--- src/rtl/wisc_pkg.sv ---
// Shared WISC decode/execute definitions: opcode and condition encodings,
// the halt-state enum and the ID/EX control bundle.
package wisc_pkg;

  localparam logic [3:0] OP_ADD    = 4'h0;
  localparam logic [3:0] OP_SUB    = 4'h1;
  localparam logic [3:0] OP_XOR    = 4'h2;
  localparam logic [3:0] OP_RED    = 4'h3;
  localparam logic [3:0] OP_SLL    = 4'h4;
  localparam logic [3:0] OP_SRA    = 4'h5;
  localparam logic [3:0] OP_ROR    = 4'h6;
  localparam logic [3:0] OP_PADDSB = 4'h7;
  localparam logic [3:0] OP_LW     = 4'h8;
  localparam logic [3:0] OP_SW     = 4'h9;
  localparam logic [3:0] OP_LLB    = 4'hA;
  localparam logic [3:0] OP_LHB    = 4'hB;
  localparam logic [3:0] OP_B      = 4'hC;
  localparam logic [3:0] OP_BR     = 4'hD;
  localparam logic [3:0] OP_PCS    = 4'hE;
  localparam logic [3:0] OP_HLT    = 4'hF;

  localparam logic [2:0] CC_NE = 3'b000;
  localparam logic [2:0] CC_EQ = 3'b001;
  localparam logic [2:0] CC_GT = 3'b010;
  localparam logic [2:0] CC_LT = 3'b011;
  localparam logic [2:0] CC_GE = 3'b100;
  localparam logic [2:0] CC_LE = 3'b101;
  localparam logic [2:0] CC_OV = 3'b110;

  typedef enum logic {ST_RUN = 1'b0, ST_HALTED = 1'b1} halt_st_e;

  // Width-independent part of ID/EX; operands travel alongside at DATA_W.
  typedef struct packed {
    logic        valid;
    logic [3:0]  alu_op;
    logic        z_en;
    logic        nv_en;
    logic        mem_en;
    logic        mem_wr;
    logic [3:0]  rd;
    logic        reg_write;
    logic        mem_to_reg;
    logic        hlt;
    logic        pcs;
    logic [3:0]  rs;
    logic [3:0]  rt;
    logic [15:0] pc_next;
  } id_ex_ctrl_t;

  // flags = {Z,V,N}
  function automatic logic cond_met(input logic [2:0] ccc, input logic [2:0] flags);
    logic z, v, n;
    {z, v, n} = flags;
    case (ccc)
      CC_NE:   return !z;
      CC_EQ:   return z;
      CC_GT:   return !z && !n;
      CC_LT:   return n;
      CC_GE:   return z || !n;
      CC_LE:   return z || n;
      CC_OV:   return v;
      default: return 1'b1;
    endcase
  endfunction

endpackage

--- src/rtl/regfile_bypass.sv ---
// Two-read, one-write register file with optional hard-zero R0 and
// same-cycle write-to-read bypass.
module regfile_bypass #(
  parameter int DATA_W    = 16,
  parameter int NUM_REGS  = 16,
  parameter bit R0_ZERO   = 1'b1,
  parameter bit WB_BYPASS = 1'b1
) (
  input  logic              clk,
  input  logic              rst_n,
  input  logic [3:0]        ra1,
  input  logic [3:0]        ra2,
  output logic [DATA_W-1:0] rd1,
  output logic [DATA_W-1:0] rd2,
  input  logic              we,
  input  logic [3:0]        wa,
  input  logic [DATA_W-1:0] wd
);

  logic [NUM_REGS-1:0][DATA_W-1:0] regs;
  logic                            wr_ok;

  // Out-of-range and (optionally) R0 writes are dropped, which also keeps them off the bypass.
  assign wr_ok = we && (int'(wa) < NUM_REGS) && !(R0_ZERO && wa == 4'd0);

  always_ff @(posedge clk or negedge rst_n) begin
    if (!rst_n) begin
      regs <= '0;
    end else if (wr_ok) begin
      for (int i = 0; i < NUM_REGS; i++)
        if (wa == 4'(i)) regs[i] <= wd;
    end
  end

  always_comb begin
    rd1 = '0;
    rd2 = '0;
    for (int i = 0; i < NUM_REGS; i++) begin
      if (ra1 == 4'(i)) rd1 = regs[i];
      if (ra2 == 4'(i)) rd2 = regs[i];
    end
    if (R0_ZERO && ra1 == 4'd0) rd1 = '0;
    if (R0_ZERO && ra2 == 4'd0) rd2 = '0;
    if (WB_BYPASS && wr_ok && wa == ra1) rd1 = wd;
    if (WB_BYPASS && wr_ok && wa == ra2) rd2 = wd;
  end

endmodule

--- src/rtl/decode_stage_pipe.sv ---
// WISC decode stage: operand read, control decode, branch resolution,
// hazard stalls, halt tracking and the registered ID/EX bundle.
module decode_stage_pipe
  import wisc_pkg::*;
#(
  parameter int DATA_W    = 16,
  parameter int NUM_REGS  = 16,
  parameter bit R0_ZERO   = 1'b1,
  parameter bit WB_BYPASS = 1'b1
) (
  input  logic              clk,
  input  logic              rst_n,
  input  logic              if_valid,
  input  logic [15:0]       if_inst,
  input  logic [15:0]       if_pc_next,
  output logic              id_ready,
  input  logic [2:0]        flags,
  input  logic              ex_stall,
  input  logic [3:0]        mem_rd,
  input  logic              mem_reg_write,
  input  logic [3:0]        wb_rd,
  input  logic              wb_reg_write,
  input  logic [DATA_W-1:0] wb_data,
  output logic              br_taken,
  output logic [15:0]       br_target,
  output logic              ex_valid,
  output logic [3:0]        ex_alu_op,
  output logic              ex_z_en,
  output logic              ex_nv_en,
  output logic              ex_mem_en,
  output logic              ex_mem_wr,
  output logic [3:0]        ex_rd,
  output logic              ex_reg_write,
  output logic              ex_mem_to_reg,
  output logic              ex_hlt,
  output logic              ex_pcs,
  output logic [3:0]        ex_rs,
  output logic [3:0]        ex_rt,
  output logic [DATA_W-1:0] ex_in1,
  output logic [DATA_W-1:0] ex_in2,
  output logic [DATA_W-1:0] ex_store_data,
  output logic [15:0]       ex_pc_next
);

  logic [3:0]        op, f_rd, f_rs, f_rt, src1, src2;
  logic [DATA_W-1:0] d1, d2, in2_d;
  logic              use1, use2, is_br, load_use, flag_haz, reg_haz, hazard, accept;
  logic [15:0]       b_off;
  halt_st_e          state, state_nxt;
  id_ex_ctrl_t       ctrl_q, ctrl_d;
  logic [DATA_W-1:0] in1_q, in2_q, sd_q;

  assign {op, f_rd, f_rs, f_rt} = if_inst;
  assign src1 = (op == OP_LLB || op == OP_LHB) ? f_rd : f_rs;
  assign src2 = (op == OP_SW) ? f_rd : f_rt;
  assign use1 = (op <= OP_LHB) || (op == OP_BR);
  assign use2 = op inside {OP_ADD, OP_SUB, OP_XOR, OP_RED, OP_PADDSB, OP_SW};
  assign is_br = (op == OP_B) || (op == OP_BR);

  regfile_bypass #(
    .DATA_W(DATA_W), .NUM_REGS(NUM_REGS), .R0_ZERO(R0_ZERO), .WB_BYPASS(WB_BYPASS)
  ) u_rf (
    .clk(clk), .rst_n(rst_n),
    .ra1(src1), .ra2(src2), .rd1(d1), .rd2(d2),
    .we(wb_reg_write), .wa(wb_rd), .wd(wb_data)
  );

  // Hazards only matter for an instruction actually presented by IF/ID.
  assign load_use = ctrl_q.valid && ctrl_q.mem_to_reg &&
                    ((use1 && src1 == ctrl_q.rd && !(R0_ZERO && src1 == 4'd0)) ||
                     (use2 && src2 == ctrl_q.rd && !(R0_ZERO && src2 == 4'd0)));
  assign flag_haz = is_br && ctrl_q.valid && (ctrl_q.z_en || ctrl_q.nv_en);
  assign reg_haz  = (op == OP_BR) &&
                    ((ctrl_q.valid && ctrl_q.reg_write && ctrl_q.rd == f_rs) ||
                     (mem_reg_write && mem_rd == f_rs));
  assign hazard   = if_valid && (load_use || flag_haz || reg_haz);

  assign id_ready = !ex_stall && (state == ST_RUN) && !hazard;
  assign accept   = if_valid && id_ready;

  assign b_off     = {{6{if_inst[8]}}, if_inst[8:0], 1'b0};
  assign br_taken  = rst_n && accept && is_br && cond_met(if_inst[11:9], flags);
  assign br_target = !br_taken     ? if_pc_next :
                     (op == OP_B)  ? if_pc_next + b_off : d1[15:0];

  always_ff @(posedge clk or negedge rst_n) begin
    if (!rst_n) state <= ST_RUN;
    else        state <= state_nxt;
  end

  always_comb begin
    state_nxt = state;
    case (state)
      ST_RUN:  if (accept && op == OP_HLT) state_nxt = ST_HALTED;
      default: state_nxt = ST_HALTED;
    endcase
  end

  always_comb begin
    ctrl_d            = '0;
    ctrl_d.valid      = 1'b1;
    ctrl_d.alu_op     = op;
    ctrl_d.z_en       = op inside {OP_ADD, OP_SUB, OP_XOR, OP_SLL, OP_SRA, OP_ROR};
    ctrl_d.nv_en      = op inside {OP_ADD, OP_SUB};
    ctrl_d.mem_en     = op inside {OP_LW, OP_SW};
    ctrl_d.mem_wr     = (op == OP_SW);
    ctrl_d.rd         = f_rd;
    ctrl_d.reg_write  = op inside {OP_ADD, OP_SUB, OP_XOR, OP_RED, OP_SLL, OP_SRA, OP_ROR,
                                   OP_PADDSB, OP_LW, OP_LLB, OP_LHB, OP_PCS};
    ctrl_d.mem_to_reg = (op == OP_LW);
    ctrl_d.hlt        = (op == OP_HLT);
    ctrl_d.pcs        = (op == OP_PCS);
    ctrl_d.rs         = src1;
    ctrl_d.rt         = src2;
    ctrl_d.pc_next    = if_pc_next;
    case (op)
      OP_LW, OP_SW:          in2_d = {{(DATA_W-4){if_inst[3]}}, if_inst[3:0]};
      OP_SLL, OP_SRA, OP_ROR: in2_d = {{(DATA_W-4){1'b0}}, if_inst[3:0]};
      OP_LLB, OP_LHB:        in2_d = {{(DATA_W-8){1'b0}}, if_inst[7:0]};
      default:               in2_d = d2;
    endcase
  end

  // Held on ex_stall; otherwise an unaccepted cycle inserts an all-zero bubble.
  always_ff @(posedge clk or negedge rst_n) begin
    if (!rst_n) begin
      ctrl_q <= '0;
      in1_q  <= '0;
      in2_q  <= '0;
      sd_q   <= '0;
    end else if (!ex_stall) begin
      if (accept) begin
        ctrl_q <= ctrl_d;
        in1_q  <= d1;
        in2_q  <= in2_d;
        sd_q   <= d2;
      end else begin
        ctrl_q <= '0;
        in1_q  <= '0;
        in2_q  <= '0;
        sd_q   <= '0;
      end
    end
  end

  assign ex_valid      = ctrl_q.valid;
  assign ex_alu_op     = ctrl_q.alu_op;
  assign ex_z_en       = ctrl_q.z_en;
  assign ex_nv_en      = ctrl_q.nv_en;
  assign ex_mem_en     = ctrl_q.mem_en;
  assign ex_mem_wr     = ctrl_q.mem_wr;
  assign ex_rd         = ctrl_q.rd;
  assign ex_reg_write  = ctrl_q.reg_write;
  assign ex_mem_to_reg = ctrl_q.mem_to_reg;
  assign ex_hlt        = ctrl_q.hlt;
  assign ex_pcs        = ctrl_q.pcs;
  assign ex_rs         = ctrl_q.rs;
  assign ex_rt         = ctrl_q.rt;
  assign ex_pc_next    = ctrl_q.pc_next;
  assign ex_in1        = in1_q;
  assign ex_in2        = in2_q;
  assign ex_store_data = sd_q;

endmodule

--- config.mk ---
export PLATFORM = sky130hd
export DESIGN_NAME = decode_stage_pipe
export DESIGN_NICKNAME = d
export VERILOG_FILES = /design/src/rtl/wisc_pkg.sv /design/src/rtl/regfile_bypass.sv /design/src/rtl/decode_stage_pipe.sv
export SDC_FILE = /design/constraint.sdc
export NUM_CORES = 1
export LEC_CHECK = 0
export ABC_AREA = 1
export BUFFER_PORTS_ARGS = -buffer_cell sky130_fd_sc_hd__buf_4
export CORE_MARGIN = 3
export CORE_UTILIZATION = 44
export CTS_BUF_LIST = sky130_fd_sc_hd__clkbuf_8
export DETAILED_ROUTE_END_ITERATION = 8
export PLACE_DENSITY_LB_ADDON = 0.25
export SYNTH_ARGS = -nofsm -noshare
export SYNTH_HDL_FRONTEND = slang
export SYNTH_SLANG_ARGS = --single-unit
export TNS_END_PERCENT = 50
--- constraint.sdc ---
create_clock -name clk -period 2.02 [get_ports clk]
set_input_delay 0.101 -clock clk [delete_from_list [all_inputs] [get_ports clk]]
set_output_delay 0.101 -clock clk [all_outputs]
set_load 0.005 [all_outputs]
==> metrics.md <==
| Metric | Value |
|---|---|
| Starting density of the core | `45.0%` |
| Maxcap violations | `0` |
| Layout cell share with drive strength beyond 1 | `23.1%` |
| Synth unique cells | `45` |
| Mapped Avg Cell Area | `7.25 µm²` |
| RSZ-0062 raised after global routing | `yes` |
| Drt wl/cell | `19.8 µm` |
| Gr usage total | `between 30% and 40%` |
| Synthesized flop and latch total | `330` |
| Final wirelength | `between 60,000 and 70,000 µm` |
| Max transition margin | `31.7%` |
| I/O Buffers | `about 170` |
| Core area | `40,100 µm²` |
| GPL Wtd Cong | `~0.95` |
| Largest net degree at the start of global routing | `156` |
| CP Class | `register to primary output` |
| CTS tree | `done` |
| Placed cells | `3,308` |
| Pwr/cell area | `approximately 770 nW/µm²` |
| Main area contributors after synthesis | `dfrtp_1, nand2_1, o21ai_0, a21oi_1, nor2_1` |
| Setup WS post-layout | `-0.760 ns` |
| # rows | `73` |
| Startpoint Class | `register` |
| I/O pins | `roughly 170` |
| Worst Hold Class | `primary input to register` |
| Mapped Cells | `2,493` |
| First-pass detailed-route iteration total | `8` |
| Max Freq | `360 MHz` |
| Met1 Usage GRT | `between 40% and 50%` |
| Area after DPL | `21,700 µm²` |
| Final hold viol count | `0` |
| Pins Over Slew Limit | `0` |
| Grt met2 use | `50.7%` |
| Post-layout min period | `2.78 ns` |
| Drt drc | `0` |
| GRT met3 Usage | `between 5 and 6%` |
| Worst path cell trace | `buf_6 > nor2_1 > nor3_1 > nand3_1 > nand2_2 > nand3_2 > nand3_4 > inv_4 > nand4_4 > nor2_4 > nand2_1 > nand2_1 > inv_1 > nand2_2 > buf_6` |
| Die height | `around 210 µm` |
| Clk_skew | `0.0315 ns` |
| Post-DP HPWL | `48,400 µm` |
| Full die area | `43,500 µm²` |
| Initial DRC count | `about 2,100` |
| Vias in the first global route | `18,800` |
| Clk sink count | `330` |
| TritonCTS buffer count | `56` |
| Via count | `19,400` |
| Register area share after synthesis | `45.7%` |
| Slowest-stage cell, CP | `dfrtp_1` |
| Clock Latency Late Sink | `around 0.66 ns` |
| Crit Path Max Fanout | `8` |
| Largest delay share family, worst path | `simple AND/OR/NAND/NOR gates` |
| Cell at the root of the clock tree | `clkbuf_8` |
| First-pass GRT wire length | `107,000 µm` |
| Most flop-heavy register | `u_rf.regs` |
| Setup Viol. Count Final | `107` |
| Commonest non-fill, non-tap cells in the layout | `nand2_1, buf_4, dfrtp_1` |
| DR vias/cell | `between 5 and 6` |
| Most common cell after layout, fill and taps aside | `nand2_1` |
| Nets | `~3,000` |
| Finished Layout Cells | `3,473` |
| Peak supply drop | `414 µV` |
| Overflow left after global routing | `0` |
| Post-synth EDFFs | `0` |
| Initial antenna violation count | `1` |
| Failing checks | `negative setup slack` |
| Fill cell count | `3,639` |
| P&R area growth vs syn | `32.6%` |
| Diodes inserted | `0` |
| Synth Flop Type | `dfrtp_1` |
| Synthesis Warnings | `0` |
| Post-synth top area share | `45.7%` |
| Global-route layer with the greatest usage | `met2` |
| Lkg Pwr | `12.0 nW` |
| Worst-Margin Slew | `1.02 ns` |
| Crit path buffers/inverters | `4` |
| Fin area | `24,000 µm²` |
| Worst EP arrival | `2.68 ns` |
| Final period utilization | `138%` |
| Synth async-reset ratio | `100%` |
| Post-route ant nets | `0` |
| CP required | `roughly 1.9 ns` |
| Die Wd | `209 µm` |
| Critical Path Max Stage Delay | `0.40 ns` |
| Final TNS setup | `-20.22 ns` |
| Endpoint type of the worst setup path | `primary output` |
| Post-synth top area cell | `dfrtp_1` |
| Worst-case clock buffer depth | `3` |
| Status | `complete, but fails checks` |
| Reg clk slew, reported paths | `around 0.06 ns` |
| CTS H-tree depth | `2` |
| Post-synthesis cell area | `18,100 µm²` |
| Max FFs per register | `240` |
| Post-synthesis net count | `2,573` |
cell usage after synthesis, types with 5 or more instances:
| cell | instances |
|---|---|
| a21oi_1 | 180 |
| a22o_1 | 14 |
| buf_2 | 25 |
| buf_4 | 8 |
| clkbuf_1 | 92 |
| dfrtp_1 | 330 |
| ha_1 | 14 |
| inv_1 | 143 |
| inv_2 | 17 |
| nand2_1 | 921 |
| nand2_2 | 11 |
| nand2_4 | 5 |
| nand3_1 | 107 |
| nand4_1 | 92 |
| nor2_1 | 198 |
| nor2_2 | 17 |
| nor3_1 | 5 |
| o211ai_1 | 21 |
| o21ai_0 | 211 |
| o21ai_2 | 5 |
| o22ai_1 | 8 |
| or2_0 | 7 |
| xnor2_1 | 7 |
| xor2_1 | 16 |
power by group:
group          internal [mW]  leakage, nW  switching (mW)
registers               7.65         4.22           0.816
clock network           3.15        0.623            2.78
logic                   1.55         7.16            2.46
total                   12.4         12.0            6.05
timing repair:
action	in CTS	in global routing
setup endpoints to repair	107	108
pin swaps	47	57
hold buffers	51	0
gates cloned	3	1
setup buffers	11	8
gates resized for setup	82	80
endpoints found under the hold margin	445	0
kinds of logic after synthesis:
family / Yosys count / synth area share, %
simple gates: 1377 / 32.0
compound gates: 455 / 13.6
flops: 330 / 45.7
buf+inv: 293 / 6.55
xor+xnor: 23 / 1.12
fa+ha+maj: 15 / 1.08
stage by stage:
step	hold slack, ns	total power [mW]	worst slack (ns)	utilization [%]
2_1_floorplan	-0.195	10.5	0.00490	-
3_3_place_gp	0.247	12.1	-0.801	54.1
3_5_place_dp	0.248	12.2	-0.824	54.1
4_1_cts	0.00452	18.4	-0.731	59.1
5_1_grt	0.0580	19.4	-0.888	59.7
6_report	0.0476	18.4	-0.760	59.7
layer usage:
metal,up-vias,share of wire [%]
met2,1035,47
met1,9174,40
met5,-,0.019
li1,8980,-
met3,193,9.3
met4,2,4.1
final cells by class:
cell class | instances | area [µm²] | share of cell area, %
Multi-Input combinational cell | 1870 | 8980 | 37.5
Tap cell | 525 | 657 | 2.74
Clock buffer | 65 | 895 | 3.73
Timing Repair Buffer | 491 | 4360 | 18.2
Sequential cell | 330 | 8260 | 34.5
Clock inverter | 29 | 179 | 0.747
Inverter | 163 | 629 | 2.63
tightest hold or removal path, delay by kind of cell:
family	cells	cell delay [ns]
buffers and inverters	2	0.26
AOI/OAI and AO/OA	1	0.07
and+or+nand+nor	3	0.24
path summary, 6_finish.rpt:
check	endpoint	slack, ns	cells after the start	startpoint
worst max-delay path	br_target[1]	-0.76	15	ex_rd[3]
worst min-delay path	ex_in2[5]	0.05	6	if_inst[5]
worst max register to register	ex_in2[15]	-0.23	16	ex_rd[3]
worst min register to register	ex_store_data[11]	0.48	2	ex_store_data[11]
max in group asynchronous	u_rf.regs[134]	0.96	3	rst_n
min in group asynchronous	u_rf.regs[108]	0.21	3	rst_n
(Power assumes the default switching activity.)
